$ cat config.mk
export PLATFORM = sky130hd
export DESIGN_NAME = weights_fetch
export DESIGN_NICKNAME = d
export VERILOG_FILES = /design/src/rtl/weights_fetch.sv
export SDC_FILE = /design/constraint.sdc
export NUM_CORES = 1
export LEC_CHECK = 0
export BUFFER_PORTS_ARGS = -buffer_cell sky130_fd_sc_hd__clkbuf_2
export CAP_MARGIN = 10
export CORE_ASPECT_RATIO = 1.2
export CORE_MARGIN = 2
export CORE_UTILIZATION = 49
export CTS_CLUSTER_SIZE = 20
export DETAILED_ROUTE_END_ITERATION = 10
export PLACE_DENSITY = 0.78
export SYNTH_ARGS = -nofsm -noshare
export SYNTH_HDL_FRONTEND = slang
export SYNTH_SLANG_ARGS = --single-unit
$ cat constraint.sdc
create_clock -name clk -period 2.32 [get_ports clk]
set_input_delay 0.116 -clock clk [delete_from_list [all_inputs] [get_ports clk]]
set_output_delay 0.116 -clock clk [all_outputs]
set_load 0.05 [all_outputs]
$ cat src/rtl/weights_fetch.sv
// rtl/weights_fetch.sv - weights ROM read master delivering one kernel as a valid/ready stream
module weights_fetch #(
    parameter int PARA_WIDTH  = 8,
    parameter int KERNEL_SIZE = 25,
    parameter int ADDR_WIDTH  = 5
) (
    input  logic                  clk,
    input  logic                  rst,
    input  logic                  start,
    output logic                  busy,
    output logic                  done,
    output logic                  rom_r_en,
    output logic [ADDR_WIDTH-1:0] rom_raddr,
    input  logic [PARA_WIDTH-1:0] rom_dout,
    output logic                  w_valid,
    input  logic                  w_ready,
    output logic [PARA_WIDTH-1:0] w_data,
    output logic [ADDR_WIDTH-1:0] w_index,
    output logic                  w_last
);

    // One extra counter bit so the counter can reach KERNEL_SIZE (up to 32)
    // and stop there without wrapping back onto a valid ROM address.
    localparam int CNT_WIDTH = ADDR_WIDTH + 1;
    localparam logic [CNT_WIDTH-1:0] KS_CNT   = CNT_WIDTH'(KERNEL_SIZE);
    localparam logic [CNT_WIDTH-1:0] LAST_CNT = CNT_WIDTH'(KERNEL_SIZE - 1);

    typedef enum logic [1:0] {
        S_IDLE  = 2'd0,
        S_FETCH = 2'd1,
        S_DONE  = 2'd2
    } state_t;

    state_t               state;
    state_t               state_nxt;
    logic [CNT_WIDTH-1:0] addr;
    logic                 accept;

    assign accept    = w_valid && w_ready;
    assign busy      = (state != S_IDLE);
    assign done      = (state == S_DONE);
    assign rom_raddr = addr[ADDR_WIDTH-1:0];

    // State register.
    always_ff @(posedge clk or posedge rst) begin
        if (rst) begin
            state <= S_IDLE;
        end else begin
            state <= state_nxt;
        end
    end

    // Next state and ROM read enable; a read happens only when the output
    // buffer is empty or being emptied this cycle, so no word is ever dropped.
    always_comb begin
        state_nxt = state;
        rom_r_en  = 1'b0;
        case (state)
            S_IDLE: begin
                if (start) begin
                    state_nxt = S_FETCH;
                end
            end
            S_FETCH: begin
                rom_r_en = (addr < KS_CNT) && (!w_valid || w_ready);
                if (accept && w_last) begin
                    state_nxt = S_DONE;
                end
            end
            S_DONE: begin
                state_nxt = S_IDLE;
            end
            default: begin
                state_nxt = S_IDLE;
            end
        endcase
    end

    // Address counter and single-entry output buffer; the buffer only loads
    // on a ROM read, so it holds steady while the consumer stalls.
    always_ff @(posedge clk or posedge rst) begin
        if (rst) begin
            addr    <= '0;
            w_valid <= 1'b0;
            w_data  <= '0;
            w_index <= '0;
            w_last  <= 1'b0;
        end else begin
            if (state == S_IDLE && start) begin
                addr <= '0;
            end
            if (rom_r_en) begin
                w_data  <= rom_dout;
                w_index <= addr[ADDR_WIDTH-1:0];
                w_last  <= (addr == LAST_CNT);
                w_valid <= 1'b1;
                addr    <= addr + 1'b1;
            end else if (accept) begin
                w_valid <= 1'b0;
                w_last  <= 1'b0;
            end
        end
    end

endmodule

==> results of run 1 <==
==> registers in the layout, summed over array words and instances, names as in the netlist <==
name     cells
w_last       1
addr         6
w_data       8
w_valid      1
state        2
w_index      5
==> worst paths after layout <==
| kind | from | cells past startpoint | end |
|---|---|---|---|
| min reg2reg | w_index[1] | 2 | w_index[1] |
| min in group asynchronous | rst | 3 | w_data[5] |
| min | rom_dout[4] | 2 | w_data[4] |
| max reg2reg | addr[0] | 6 | w_data[1] |
| max in group asynchronous | rst | 3 | w_index[1] |
| max | addr[0] | 6 | rom_r_en |
==> kinds of logic (layout without fill, tap and decap cells) <==
group / Yosys count / in the layout / synth area share [%]
AND/OR/NAND/NOR: 32 / 32 / 15.3
adder cells (fa/ha/maj): 3 / 3 / 3.51
buffers and inverters: 14 / 47 / 7.73
AO/OA/AOI/OAI: 9 / 9 / 6.67
flip-flops: 23 / 23 / 53.9
multiplexers: 10 / 10 / 12.1
XOR/XNOR: 1 / 1 / 0.820
==> stage by stage <==
step	utilization, %	hold WS (ns)	cells	area (um2)
2_1_floorplan	-	0.118	92	1070
5_1_grt	61.1	0.0154	155	1270
6_report	61.1	0.0368	155	1270
3_5_place_dp	59.4	0.304	150	1230
3_3_place_gp	59.4	0.293	150	1230
4_1_cts	61.1	0.0276	155	1270
==> layer usage <==
| layer | vias up | share of wire, % | GRT usage, % | wire [um] |
|---|---|---|---|---|
| met5 | - | 0 | 0 | 0 |
| met4 | 0 | 0 | 4.17 | 0 |
| met3 | 0 | 3.2 | 2.92 | 58 |
| met2 | 16 | 50 | 25.2 | 898 |
| met1 | 354 | 47 | 20.3 | 845 |
| li1 | 369 | - | - | - |
==> layout by cell type, fill, tap and decap left out <==
master,synthesis,routed
sky130_fd_sc_hd__nor2_1,3,3
sky130_fd_sc_hd__dfrtp_1,23,23
sky130_fd_sc_hd__clkbuf_4,0,3
sky130_fd_sc_hd__ha_1,3,3
sky130_fd_sc_hd__nand3b_2,1,1
sky130_fd_sc_hd__and2_1,2,2
sky130_fd_sc_hd__o21ai_0,5,5
sky130_fd_sc_hd__nand2_1,14,14
sky130_fd_sc_hd__a41oi_1,1,1
sky130_fd_sc_hd__dlygate4sd3_1,0,1
sky130_fd_sc_hd__clkbuf_2,0,34
sky130_fd_sc_hd__xor2_1,1,1
sky130_fd_sc_hd__a21o_1,1,1
sky130_fd_sc_hd__mux2i_1,2,2
sky130_fd_sc_hd__nor3b_1,2,2
sky130_fd_sc_hd__nor3b_2,1,1
sky130_fd_sc_hd__o211ai_4,1,1
sky130_fd_sc_hd__mux2_2,3,3
sky130_fd_sc_hd__mux2_4,5,5
sky130_fd_sc_hd__nand2b_1,1,1
sky130_fd_sc_hd__nand3_1,6,6
sky130_fd_sc_hd__clkbuf_1,0,1
sky130_fd_sc_hd__o41ai_1,1,1
sky130_fd_sc_hd__inv_1,6,6
sky130_fd_sc_hd__buf_4,5,1
sky130_fd_sc_hd__nor2b_1,2,2
sky130_fd_sc_hd__inv_4,1,1
==> cell type report <==
cell class / instances / area (um2) / area share [%]
Sequential cell: 23 / 576 / 45.5
Multi-Input combinational cell: 55 / 410 / 32.4
Timing Repair Buffer: 36 / 188 / 14.8
Tap cell: 30 / 37.5 / 2.96
Inverter: 7 / 28.8 / 2.27
Clock buffer: 4 / 26.3 / 2.08
==> timing repair <==
item / 4_1_cts / 5_1_grt
setup endpoints to repair: 0 / 0
endpoints found under the hold margin: 23 / 0
hold buffers: 1 / 0
==> PnR_summary.wiki, run 1 <==
{| class="wikitable"
! Metric !! Value
|-
| Post-detailed-route count of antenna-violating nets || 0
|-
| Average footprint of a synthesized cell || 11.6 um2
|-
| Via count of the routed design || 739
|-
| Maximum clock insertion buffer count || 2
|-
| Total count of max-transition violations in the final report || 0
|-
| Initial DRC Count || 7
|-
| PortBufs || 34
|-
| Global route overflow || 0
|-
| Kind of end point of the critical path || output port
|-
| Number of different library cells in the post-synthesis netlist || 25
|-
| Actual slew at the worst max-slew pin || 0.822 ns
|-
| Average wire per cell in the routed design || 11.6 um
|-
| Time the worst path needs with I/O delays and setup || 1.96 ns
|-
| Top-count cell post-synth || sky130_fd_sc_hd__dfrtp_1
|-
| Core box area || 2070 um2
|-
| Clock transition at the registers of the reported paths || 0.12 ns
|-
| Top cell type's share of synthesized area || 53.9%
|-
| Most used standard cells in the synthesized netlist || 23 x sky130_fd_sc_hd__dfrtp_1, 14 x sky130_fd_sc_hd__nand2_1, 6 x sky130_fd_sc_hd__inv_1, 6 x sky130_fd_sc_hd__nand3_1
|-
| Final WL || 1.80 mm
|-
| Worst path arrival time || 1.84 ns
|-
| Largest stage delay on the critical path || 0.44 ns
|-
| 1st-pass router iterations || 4
|-
| Site row count || 18
|-
| Kind of start point of the critical path || flip-flop
|-
| Fillcell total || 193
|-
| Number of remaining DRC errors || 0
|-
| Final setup violation count || 0
|-
| CP Class || reg2out
|-
| Setup repair after global routing missed its margin || no
|-
| Chip width || 46.6 um
|-
| Largest net degree at the start of global routing || 24
|-
| Effective utilization at floorplan || 51.6%
|-
| Hpwl dp || 1.39 mm
|-
| Worst relative slew slack || 45.2%
|-
| # Max-Cap Violations || 0
|-
| Clock tree from TritonCTS || built
|-
| Fraction of layout cells with a size suffix above 1 || 40.0%
|-
| Level count of the clock H-tree || 1
|-
| First-pass GRT wire length || 2.81 mm
|-
| Number of flops mapped to enable cells by yosys || 0
|-
| Skew final || 0.00597 ns
|-
| Gpl congestion || 0.796
|-
| Clock sinks || 23
|-
| Number of standard cells after synthesis || 92
|-
| Total Die Area || 2570 um2
|-
| Largest fanout on the critical path || 13
|-
| Pre-CTS WS || 0.630 ns
|-
| Via count of the first global-routing pass || 679
|-
| Dominant cell type by area after synthesis || sky130_fd_sc_hd__dfrtp_1
|-
| Number of gates resized after CTS || 0
|-
| Result of the run || complete, no violations
|-
| Crit-path cells || inv_1 > ha_1 > nor2b_1 > o211ai_4 > inv_4 > clkbuf_2
|-
| Register-to-register setup slack || 0.63 ns
|-
| Antenna diodes || 0
|-
| Maximum frequency from static timing analysis || 511 MHz
|-
| Worst Path Buf+Inv || 3
|-
| Final nets || 141
|-
| Final hold violation count || 0
|-
| Layout overhead on the synthesized area || 18.5%
|-
| Most used flip-flop cell after synthesis || sky130_fd_sc_hd__dfrtp_1
|-
| Antenna violations before repair || 0
|-
| Post-CTS Setup Bufs || 0
|-
| Critical path required time || 2.20 ns
|-
| Via/cell ratio || 4.77
|-
| Setup slack after layout || 0.362 ns
|-
| Leading cell types by total area after synthesis || sky130_fd_sc_hd__dfrtp_1 54%, sky130_fd_sc_hd__mux2_4 7.0%, sky130_fd_sc_hd__nand2_1 4.9%, sky130_fd_sc_hd__buf_4 3.5%, sky130_fd_sc_hd__ha_1 3.5%
|-
| Crit path max-delay family || buffers and inverters
|-
| Sum of negative setup slack || 0 ns
|-
| Number of top-level pins || 35
|-
| Critical-path cell with the highest stage delay || sky130_fd_sc_hd__dfrtp_1
|-
| Yosys Warn Count || 0
|-
| Fin crit share || 84.4%
|-
| Min-delay worst type || in2reg
|-
| Worst skew pair latency || 0.30 ns
|-
| Vertical die dimension || 55.2 um
|-
| Share of flip-flops with an asynchronous set or reset || 100%
|-
| Number of synthesized register bits || 23
|-
| Synth Cell Area || 1070 um2
|-
| Sequential-to-total area share from yosys stat || 53.9%
|-
| Buffer cell driving the clock tree root || sky130_fd_sc_hd__clkbuf_4
|-
| Clock buffers created by TritonCTS || 3
|-
| Aggregate global-route resource usage || 15.2%
|-
| Number of nets in the synthesized netlist || 107
|}
Power of run 1 is not shown: default switching activity piles up to over one toggle a cycle in this logic, so the estimate is an artifact.
==> run 2, diff against run 1 <==
clock period = 2 ns   (was 2.32 ns; I/O delays follow)
==> run 2 against run 1 <==
  * Utilization grew 2.2 points
  * Die area unchanged
  * Sequential cell count did not move
  * Critical path type unchanged
  * Largest cell class unchanged
==> PnR_summary.wiki, run 2 (synthesis results as in run 1) <==
{| class="wikitable"
! Metric !! Value
|-
| Largest net degree at the start of global routing || 24 (unchanged)
|-
| Time the worst path needs with I/O delays and setup || 1.83 ns
|-
| Kind of end point of the critical path || output port (unchanged)
|-
| Total count of max-transition violations in the final report || 0 (unchanged)
|-
| Setup repair after global routing missed its margin || no (unchanged)
|-
| Sum of negative setup slack || 0 ns (unchanged)
|-
| Design Area, Final || 1310 um2 (was 1270 um2)
|-
| Biggest register || w_data (unchanged)
|-
| Clock sinks || 23 (unchanged)
|-
| Largest registers ranked by flip-flop count || w_data x8, addr x6, w_index x5 (unchanged)
|-
| Worst relative slew slack || 45.0% (was 45.2%)
|-
| Final setup violation count || 0 (unchanged)
|-
| Kind of start point of the critical path || flip-flop (unchanged)
|-
| Effective utilization at floorplan || 51.6% (unchanged)
|-
| First-pass GRT wire length || 2.81 mm (unchanged)
|-
| Commonest non-fill, non-tap cell in the layout || sky130_fd_sc_hd__clkbuf_2 (unchanged)
|-
| Final nets || 146 (was 141)
|-
| Number of remaining DRC errors || 0 (unchanged)
|-
| # Max-Cap Violations || 0 (unchanged)
|-
| Clock tree from TritonCTS || built (unchanged)
|-
| Actual slew at the worst max-slew pin || 0.824 ns (was 0.822 ns)
|-
| Maximum frequency from static timing analysis || 547 MHz
|-
| Leading cell types in the layout, fill and taps excluded || 33 x sky130_fd_sc_hd__clkbuf_2, 23 x sky130_fd_sc_hd__dfrtp_1, 14 x sky130_fd_sc_hd__nand2_1, 6 x sky130_fd_sc_hd__inv_1, 6 x sky130_fd_sc_hd__nand3_1 (was 34 x sky130_fd_sc_hd__clkbuf_2, 23 x sky130_fd_sc_hd__dfrtp_1, 14 x sky130_fd_sc_hd__nand2_1, 6 x sky130_fd_sc_hd__inv_1, 6 x sky130_fd_sc_hd__nand3_1)
|-
| Antenna diodes || 0 (unchanged)
|-
| Worst skew pair latency || 0.30 ns (about the same)
|-
| Average wire per cell in the routed design || 11.9 um (was 11.6 um)
|-
| Core box area || 2070 um2 (unchanged)
|-
| Clock transition at the registers of the reported paths || 0.12 ns (about the same)
|-
| Worst path arrival time || 1.73 ns (was 1.84 ns)
|-
| Fraction of layout cells with a size suffix above 1 || 41.5% (was 40.0%)
|-
| Layout overhead on the synthesized area || 22.7% (was 18.5%)
|-
| Min-delay worst type || in2reg (unchanged)
|-
| Vertical die dimension || 55.2 um (unchanged)
|-
| Via/cell ratio || 4.79 (was 4.77)
|-
| Site row count || 18 (unchanged)
|-
| Critical path required time || 1.90 ns (was 2.20 ns)
|-
| Final hold violation count || 0 (unchanged)
|-
| Total Die Area || 2570 um2 (unchanged)
|-
| Fin crit share || 91.3%
|-
| Chip width || 46.6 um (unchanged)
|-
| Via count of the routed design || 766 (was 739)
|-
| Global route overflow || 0 (unchanged)
|-
| Maximum clock insertion buffer count || 2 (unchanged)
|-
| Placement-stage cell area || 1230 um2 (unchanged)
|-
| Via count of the first global-routing pass || 679 (unchanged)
|-
| PortBufs || 34 (unchanged)
|-
| Number of flip-flops in the largest register || 8 (unchanged)
|-
| Post-detailed-route count of antenna-violating nets || 0 (unchanged)
|-
| Largest fanout on the critical path || 13 (unchanged)
|-
| Level count of the clock H-tree || 1 (unchanged)
|-
| CP Class || reg2out (unchanged)
|-
| Final WL || 1.91 mm (was 1.80 mm)
|-
| Aggregate global-route resource usage || 15.2% (unchanged)
|-
| Initial DRC Count || 9 (was 7)
|-
| 1st-pass router iterations || 4 (unchanged)
|-
| Antenna violations before repair || 0 (unchanged)
|-
| Gpl congestion || 0.796 (unchanged)
|-
| Skew final || 0.00550 ns (was 0.00597 ns)
|-
| Buffer cell driving the clock tree root || sky130_fd_sc_hd__clkbuf_4 (unchanged)
|-
| Hpwl dp || 1.39 mm (unchanged)
|-
| Result of the run || complete, no violations (unchanged)
|-
| Clock buffers created by TritonCTS || 3 (unchanged)
|-
| Number of top-level pins || 35 (unchanged)
|}
run 2: timing repair:
item	4_1_cts	5_1_grt
resized for setup	0	3
endpoints found under the hold margin	23	1
buffers inserted	0	4
hold buffers	1	1
setup endpoints to repair	0	1
run 2: final cells by class:
class,count,area [um2]
clock buffer,4,26.3
inverter,7,31.3
tap,30,37.5
sequential,23,576
fill,186,761
multi-input combinational,55,410
timing repair buffer,41,230
run 2: path summary, 6_finish.rpt:
path,start,to,slack [ns],cells past startpoint
worst min register to register,w_index[1],w_index[1],0.50,2
worst max register to register,addr[1],w_data[0],0.40,6
worst max-delay path,addr[0],rom_r_en,0.17,6
worst min-delay path,rom_dout[3],w_data[3],0.02,2
min in group asynchronous,rst,w_data[5],0.48,3
max in group asynchronous,rst,addr[5],1.01,3
run 2: per-stage QoR:
stage,worst slack [ns],hold WS (ns),std cells,utilization [%]
after floorplan,0.255,0.102,92,-
after global placement,0.363,0.277,150,59.4
after detailed placement,0.310,0.288,150,59.4
after CTS,0.0314,0.0116,155,61.1
after global routing,0.0604,0.0110,160,63.3
final,0.173,0.0202,160,63.3
run 2: routing by layer:
| metal | vias to the layer above | track usage, % | part of all wire, % |
|---|---|---|---|
| met5 | - | 0 | 0 |
| met4 | 0 | 4.17 | 0.58 |
| met3 | 2 | 2.92 | 3.4 |
| met2 | 18 | 25.2 | 51 |
| met1 | 368 | 20.3 | 45 |
| li1 | 378 | - | - |
run 2: critical path, cell delays in order (launching register included):
cell and delay, ns:
sky130_fd_sc_hd__dfrtp_1 0.37, sky130_fd_sc_hd__inv_1 0.07, sky130_fd_sc_hd__ha_1 0.18, sky130_fd_sc_hd__nor2b_1 0.15, sky130_fd_sc_hd__o211ai_4 0.30, sky130_fd_sc_hd__inv_6 0.12
sky130_fd_sc_hd__clkbuf_4 0.23
Power of run 2 is left out for the same reason.
